`config.mk`:
```
export PLATFORM = sky130hd
export DESIGN_NAME = miriscv_data_arb
export DESIGN_NICKNAME = d
export VERILOG_FILES = /design/src/rtl/miriscv_data_arb.sv
export SDC_FILE = /design/constraint.sdc
export NUM_CORES = 1
export LEC_CHECK = 0
export ABC_AREA = 1
export BUFFER_PORTS_ARGS = -buffer_cell sky130_fd_sc_hd__buf_4
export CORE_AREA = 10 10 112 114
export CTS_BUF_LIST = sky130_fd_sc_hd__clkbuf_16
export DETAILED_ROUTE_END_ITERATION = 8
export DIE_AREA = 0 0 122 124
export PLACE_DENSITY_LB_ADDON = 0.05
export SYNTH_ARGS = -nofsm -noshare
export SYNTH_HDL_FRONTEND = slang
export SYNTH_SLANG_ARGS = --single-unit
```
`constraint.sdc`:
```
create_clock -name clk_i -period 3 [get_ports clk_i]
set_clock_uncertainty 0.1 [all_clocks]
set_input_delay 0.6 -clock clk_i [delete_from_list [all_inputs] [get_ports clk_i]]
set_output_delay 0.6 -clock clk_i [all_outputs]
set_load 0.01 [all_outputs]
```
`src/rtl/miriscv_data_arb.sv`:
```
// Two-master arbiter for the shared RAM data port. Grant is combinational in the request cycle and the response follows one cycle later.
// A master that loses arbitration keeps its request and attributes stable until it is granted.
module miriscv_data_arb #(
    parameter int ADDR_W     = 32,
    parameter int DATA_W     = 32,
    parameter int FIXED_PRIO = 0
) (
    input  logic                  clk_i,
    input  logic                  rst_i,

    input  logic                  m0_req_i,
    input  logic                  m0_we_i,
    input  logic [DATA_W/8-1:0]   m0_be_i,
    input  logic [ADDR_W-1:0]     m0_addr_i,
    input  logic [DATA_W-1:0]     m0_wdata_i,
    output logic                  m0_gnt_o,
    output logic                  m0_rvalid_o,
    output logic [DATA_W-1:0]     m0_rdata_o,

    input  logic                  m1_req_i,
    input  logic                  m1_we_i,
    input  logic [DATA_W/8-1:0]   m1_be_i,
    input  logic [ADDR_W-1:0]     m1_addr_i,
    input  logic [DATA_W-1:0]     m1_wdata_i,
    output logic                  m1_gnt_o,
    output logic                  m1_rvalid_o,
    output logic [DATA_W-1:0]     m1_rdata_o,

    output logic                  ram_req_o,
    output logic                  ram_we_o,
    output logic [DATA_W/8-1:0]   ram_be_o,
    output logic [ADDR_W-1:0]     ram_addr_o,
    output logic [DATA_W-1:0]     ram_wdata_o,
    input  logic [DATA_W-1:0]     ram_rdata_i
);

    logic pick1;
    logic gnt0;
    logic gnt1;
    logic any_gnt;
    logic last_gnt;
    logic resp_valid;
    logic resp_id;

    // last_gnt = 1 means master 1 was granted most recently, so master 0 wins the next tie.
    always_comb begin
        if (m0_req_i && m1_req_i) begin
            pick1 = (FIXED_PRIO != 0) ? 1'b0 : ~last_gnt;
        end else begin
            pick1 = m1_req_i;
        end
        gnt0    = ~rst_i & m0_req_i & ~pick1;
        gnt1    = ~rst_i & m1_req_i &  pick1;
        any_gnt = gnt0 | gnt1;
    end

    assign m0_gnt_o    = gnt0;
    assign m1_gnt_o    = gnt1;
    assign ram_req_o   = any_gnt;
    assign ram_we_o    = gnt1 ? m1_we_i    : (gnt0 & m0_we_i);
    assign ram_be_o    = gnt1 ? m1_be_i    : m0_be_i;
    assign ram_addr_o  = gnt1 ? m1_addr_i  : m0_addr_i;
    assign ram_wdata_o = gnt1 ? m1_wdata_i : m0_wdata_i;

    always_ff @(posedge clk_i) begin
        if (rst_i) begin
            resp_valid <= 1'b0;
            resp_id    <= 1'b0;
            last_gnt   <= 1'b0;
        end else begin
            resp_valid <= any_gnt;
            resp_id    <= gnt1;
            if (any_gnt) begin
                last_gnt <= gnt1;
            end
        end
    end

    // A response registered just before reset rose is dropped while reset is held.
    assign m0_rvalid_o = resp_valid & ~resp_id & ~rst_i;
    assign m1_rvalid_o = resp_valid &  resp_id & ~rst_i;
    assign m0_rdata_o  = ram_rdata_i;
    assign m1_rdata_o  = ram_rdata_i;

endmodule
```
# ---- After elaboration in Yosys (flattened, before gate mapping)
# Index checks and enable logic that the tools add are counted.
dict set report totals {
  word_cells 23
  out_inout_bits 138
  inputBits 174
  register_bits 3
}
dict set report op_classes {
  muxes 5
  n_bitwise 14
  n_reduce_logical 1
}
# cell n
set op_table {}
lappend op_table {{$mux W32} 2}
lappend op_table {{$and A1 B1 Y1} 9}
lappend op_table {{$mux W4} 1}
lappend op_table {{$not A1 Y1} 4}
lappend op_table {{$mux W1} 2}
lappend op_table {{$logic_and A1 B1 Y1} 1}
lappend op_table {{$or A1 B1 Y1} 1}

# ---- Depth between registers and ports, before layout
dict set report depth {
  word_depth 6
  depth_mapped 5
  mapped_depth_nobuf 4
}

# ---- Worst setup path after synthesis
# Ideal clock, no wire load.
dict set report synth_timing {
  path_kind {input -> output}
  startpoint {input port m1_req_i}
  endpoint {output port ram_req_o}
  slack_ps 1079
  cell_stages 4
  t_required_ps 2300
  arrival_ps 1221
  n_path_buf 2
  cell_sequence {buf_2 > nand3_2 > buf_4 > o21ai_0}
}
dict set report synth_via {
  elab_chain_len 5
  word_cells_on_any_way 7
  cone_classes {mux: 1; bitwise: 5; reduce/logical: 1}
}
# element line
set synth_lines {}
lappend synth_lines {{start, declared} 20} ;# input logic m1_req_i,
lappend synth_lines {{$logic_and A1 B1 Y1} 47} ;# if (m0_req_i && m1_req_i) begin
lappend synth_lines {{$mux W1} 47}
lappend synth_lines {{$not A1 Y1} 52} ;# gnt0 = ~rst_i & m0_req_i & ~pick1;
lappend synth_lines {{$and A1 B1 Y1} 52}
lappend synth_lines {{$or A1 B1 Y1 *} 54} ;# any_gnt = gnt0 | gnt1;
lappend synth_lines {{end, declared} 29} ;# output logic ram_req_o,
# Every way passes the cells marked *; elsewhere a longest branch is shown, timed or not.

# ---- Final worst setup path
dict set report layout_timing {
  startpoint {input port m0_req_i}
  endpoint {output port ram_wdata_o[0]}
}
dict set report layout_via {
  elab_chain_len 4
}
# element line
set layout_lines {}
lappend layout_lines {{start, declared} 11} ;# input logic m0_req_i,
lappend layout_lines {{$logic_and A1 B1 Y1} 47}
lappend layout_lines {{$mux W1} 47}
lappend layout_lines {{$and A1 B1 Y1} 53} ;# gnt1 = ~rst_i & m1_req_i & pick1;
lappend layout_lines {{$mux W32} 63} ;# assign ram_wdata_o = gnt1 ? m1_wdata_i : m0_wdata_i;
lappend layout_lines {{end, declared} 33} ;# output logic [DATA_W-1:0] ram_wdata_o,
# Every way passes these cells.

==> impl_metrics.json <==
{
  "min_to": "last_gnt",
  "finalPower_uw": 736.0,
  "clock-root-buffer": "clkbuf_16",
  "crit_path_max_fanout": 51,
  "numCtsBuffers": 3,
  "fp.dieArea_um2": 15130,
  "stdcell_count": 590,
  "worst-setup-path-type": "input pin to output pin",
  "vias": 2524,
  "post-cts-setup-buffers": 0,
  "die_h_um": 124,
  "netlist_area_um2": 1729,
  "hold_violations": 0,
  "final_max_slew_viol_count": 0,
  "synth_area_leaders": "buf_4 31%, nand2_1 31%, nand4_1 25%, buf_2 4.9%, dfxtp_1 3.5%",
  "cellLeakagePower_nw": 1.788,
  "cp_data_required_time_ns": 2.30,
  "io_buffer_count": 215,
  "wl_mm": 10.03,
  "status": "finished, final reports clean",
  "cp_slowest_stage_delay_ns": 0.44,
  "max-slew-margin-rel_pct": 65.54,
  "ys_seq_area_share_pct": 3.473,
  "grt_pass1_vias": 2532,
  "ys_ff_latch": 3,
  "dp_cells": 586,
  "cts_sinks": 3,
  "syn2layout_area_growth_pct": 74.67,
  "grt_pass1_wl_mm": 14.09,
  "grt.overflow.total": 0,
  "ioPinCount": 312,
  "worst_pin_slew_ns": 0.5169,
  "max_freq_mhz": 412.6,
  "antenna_found_initial": 0,
  "syn_area_per_cell_um2": 5.387,
  "yosysWarnings": 0,
  "grt_max_degree": 52,
  "whs_path_depth": 2,
  "synth.cells.most_frequent": "141 x nand2_1, 71 x buf_4, 69 x nand4_1",
  "crit_start": "m0_req_i",
  "end_kind": "output pin",
  "setup_tns_ns": 0,
  "drc_errors": 0,
  "die_x_um": 122,
  "syn_nets": 495,
  "clock_latency_ns": 0.22,
  "setup_viol": 0,
  "p_per_area_nw_per_um2": 243.7,
  "num_antenna_cells": 0,
  "clk_path_buf_depth": 2,
  "cp_slowest_cell": "buf_4",
  "htreeDepth": 1,
  "clk_pin_slew_ns": 0.03,
  "cts_tree": "built",
  "core_area_um2": 10230,
  "drt_pre_antenna_iters": 4,
  "drive_above_1_share_pct": 50.22,
  "arrival_ns": 1.72,
  "reg2reg_to": "resp_valid",
  "yosysTopAreaCellShare_pct": 30.82,
  "gp_congestion": 0.7387,
  "maxCapViolations": 0,
  "timing.critical_path.mode_cell": "buf_4",
  "reg2regPathDepth": 4,
  "final_nets": 629,
  "cp-start-kind": "input pin",
  "synth_top_cell_by_area": "buf_4",
  "cp_cell_sequence": "buf_4 > nand2_2 > buf_4 > nand4_1 > nand2_1 > buf_4",
  "start_util_pct": 16.90,
  "layout_min_cycle_time_ns": 2.424,
  "netlist_instances": 321,
  "r2r_start": "last_gnt",
  "vdd_drop_max_uv": 210.5,
  "drt_iter0_markers": 107,
  "synth.distinct_cells": 14,
  "hold_path.class": "flip-flop to flip-flop",
  "synth-edff-count": 0,
  "place_ws_ns": 0.5200,
  "hold_buffers": 0,
  "setup_slack_ns": 0.5765,
  "r2r_slack_ns": 1.83,
  "ant_nets": 0,
  "hpwl_mm": 8.072,
  "routed_via_density": 4.278,
  "post-route-period-util_pct": 80.78,
  "synth_top_flop_cell": "dfxtp_1",
  "ys_async_sr_fraction_pct": 0,
  "grt_setup_unrepaired": "false",
  "track_usage_pct": 11.70,
  "post_cts_resized": 0,
  "min-delay-start": "last_gnt",
  "wl_per_cell_um": 17.01,
  "synth.most_common_cell": "nand2_1",
  "rows": 37
}
## metrics by stage
step	area, um2	util (%)	hold WS [ns]
finish	3020	29.52	0.4021
global route	3020	29.52	0.4115
CTS	3020	29.52	0.4055
detailed placement	2942	28.75	0.4015
global placement	2942	28.75	0.3977
floorplan	1729	-	0.3757
## worst max-delay path by stage
stage                                end  slack (ns)  depth (start not counted)
after CTS                 ram_wdata_o[0]        0.52                          6
after global placement    ram_wdata_o[0]        0.53                          6
after floorplan                ram_req_o        1.08                          4
after global routing      ram_wdata_o[0]        0.46                          6
final                     ram_wdata_o[0]        0.58                          6
after detailed placement  ram_wdata_o[0]        0.52                          6
## layout make-up
cell class / instances / area, um2
flip-flops and latches: 3 / 60.06
inverters: 4 / 15.01
fillers: 1184 / 7211
clock inverters: 1 / 3.754
multi-input cells: 221 / 1017
repair buffers: 222 / 1679
clock buffers: 3 / 75.07
well taps: 136 / 170.2
## layer usage
metal	wire (um)	vias to the layer above	global-route usage, %	part of all wire [%]
li1	-	1279	-	-
met1	3427	1096	11.26	34
met2	5501	123	22.88	55
met3	921	26	3.620	9.2
met4	182	0	4.098	1.8
met5	0	-	0	0
## logic make-up after synthesis
group,share of synthesized area (%)
flip-flops,3.473
AO/OA/AOI/OAI,0.5789
buffers and inverters,37.70
AND/OR/NAND/NOR,58.25
## registers in the layout, indices dropped and copies added, names as in the netlist
signal,flops
last_gnt,1
resp_valid,1
resp_id,1
## critical path, delay by kind of cell
family	cells	cell delay, ns
buffers and inverters	3	0.68
and+or+nand+nor	3	0.42
## power by group
| part | total, mW | switching [mW] | leakage, nW | internal, mW |
|---|---|---|---|---|
| clock network | 0.207 | 0.0356 | 0.0423 | 0.172 |
| logic | 0.484 | 0.220 | 1.72 | 0.264 |
| registers | 0.0449 | 0.00163 | 0.0251 | 0.0433 |
## cells in the final DEF (no fill, tap or decap), drive strengths merged
cell type	count
buf	222
nand2	142
nand4	69
nor2	5
inv	5
clkbuf	3
dfxtp	3
o21ai	2
nand3	2
and2	1
(Power assumes the default switching activity.)
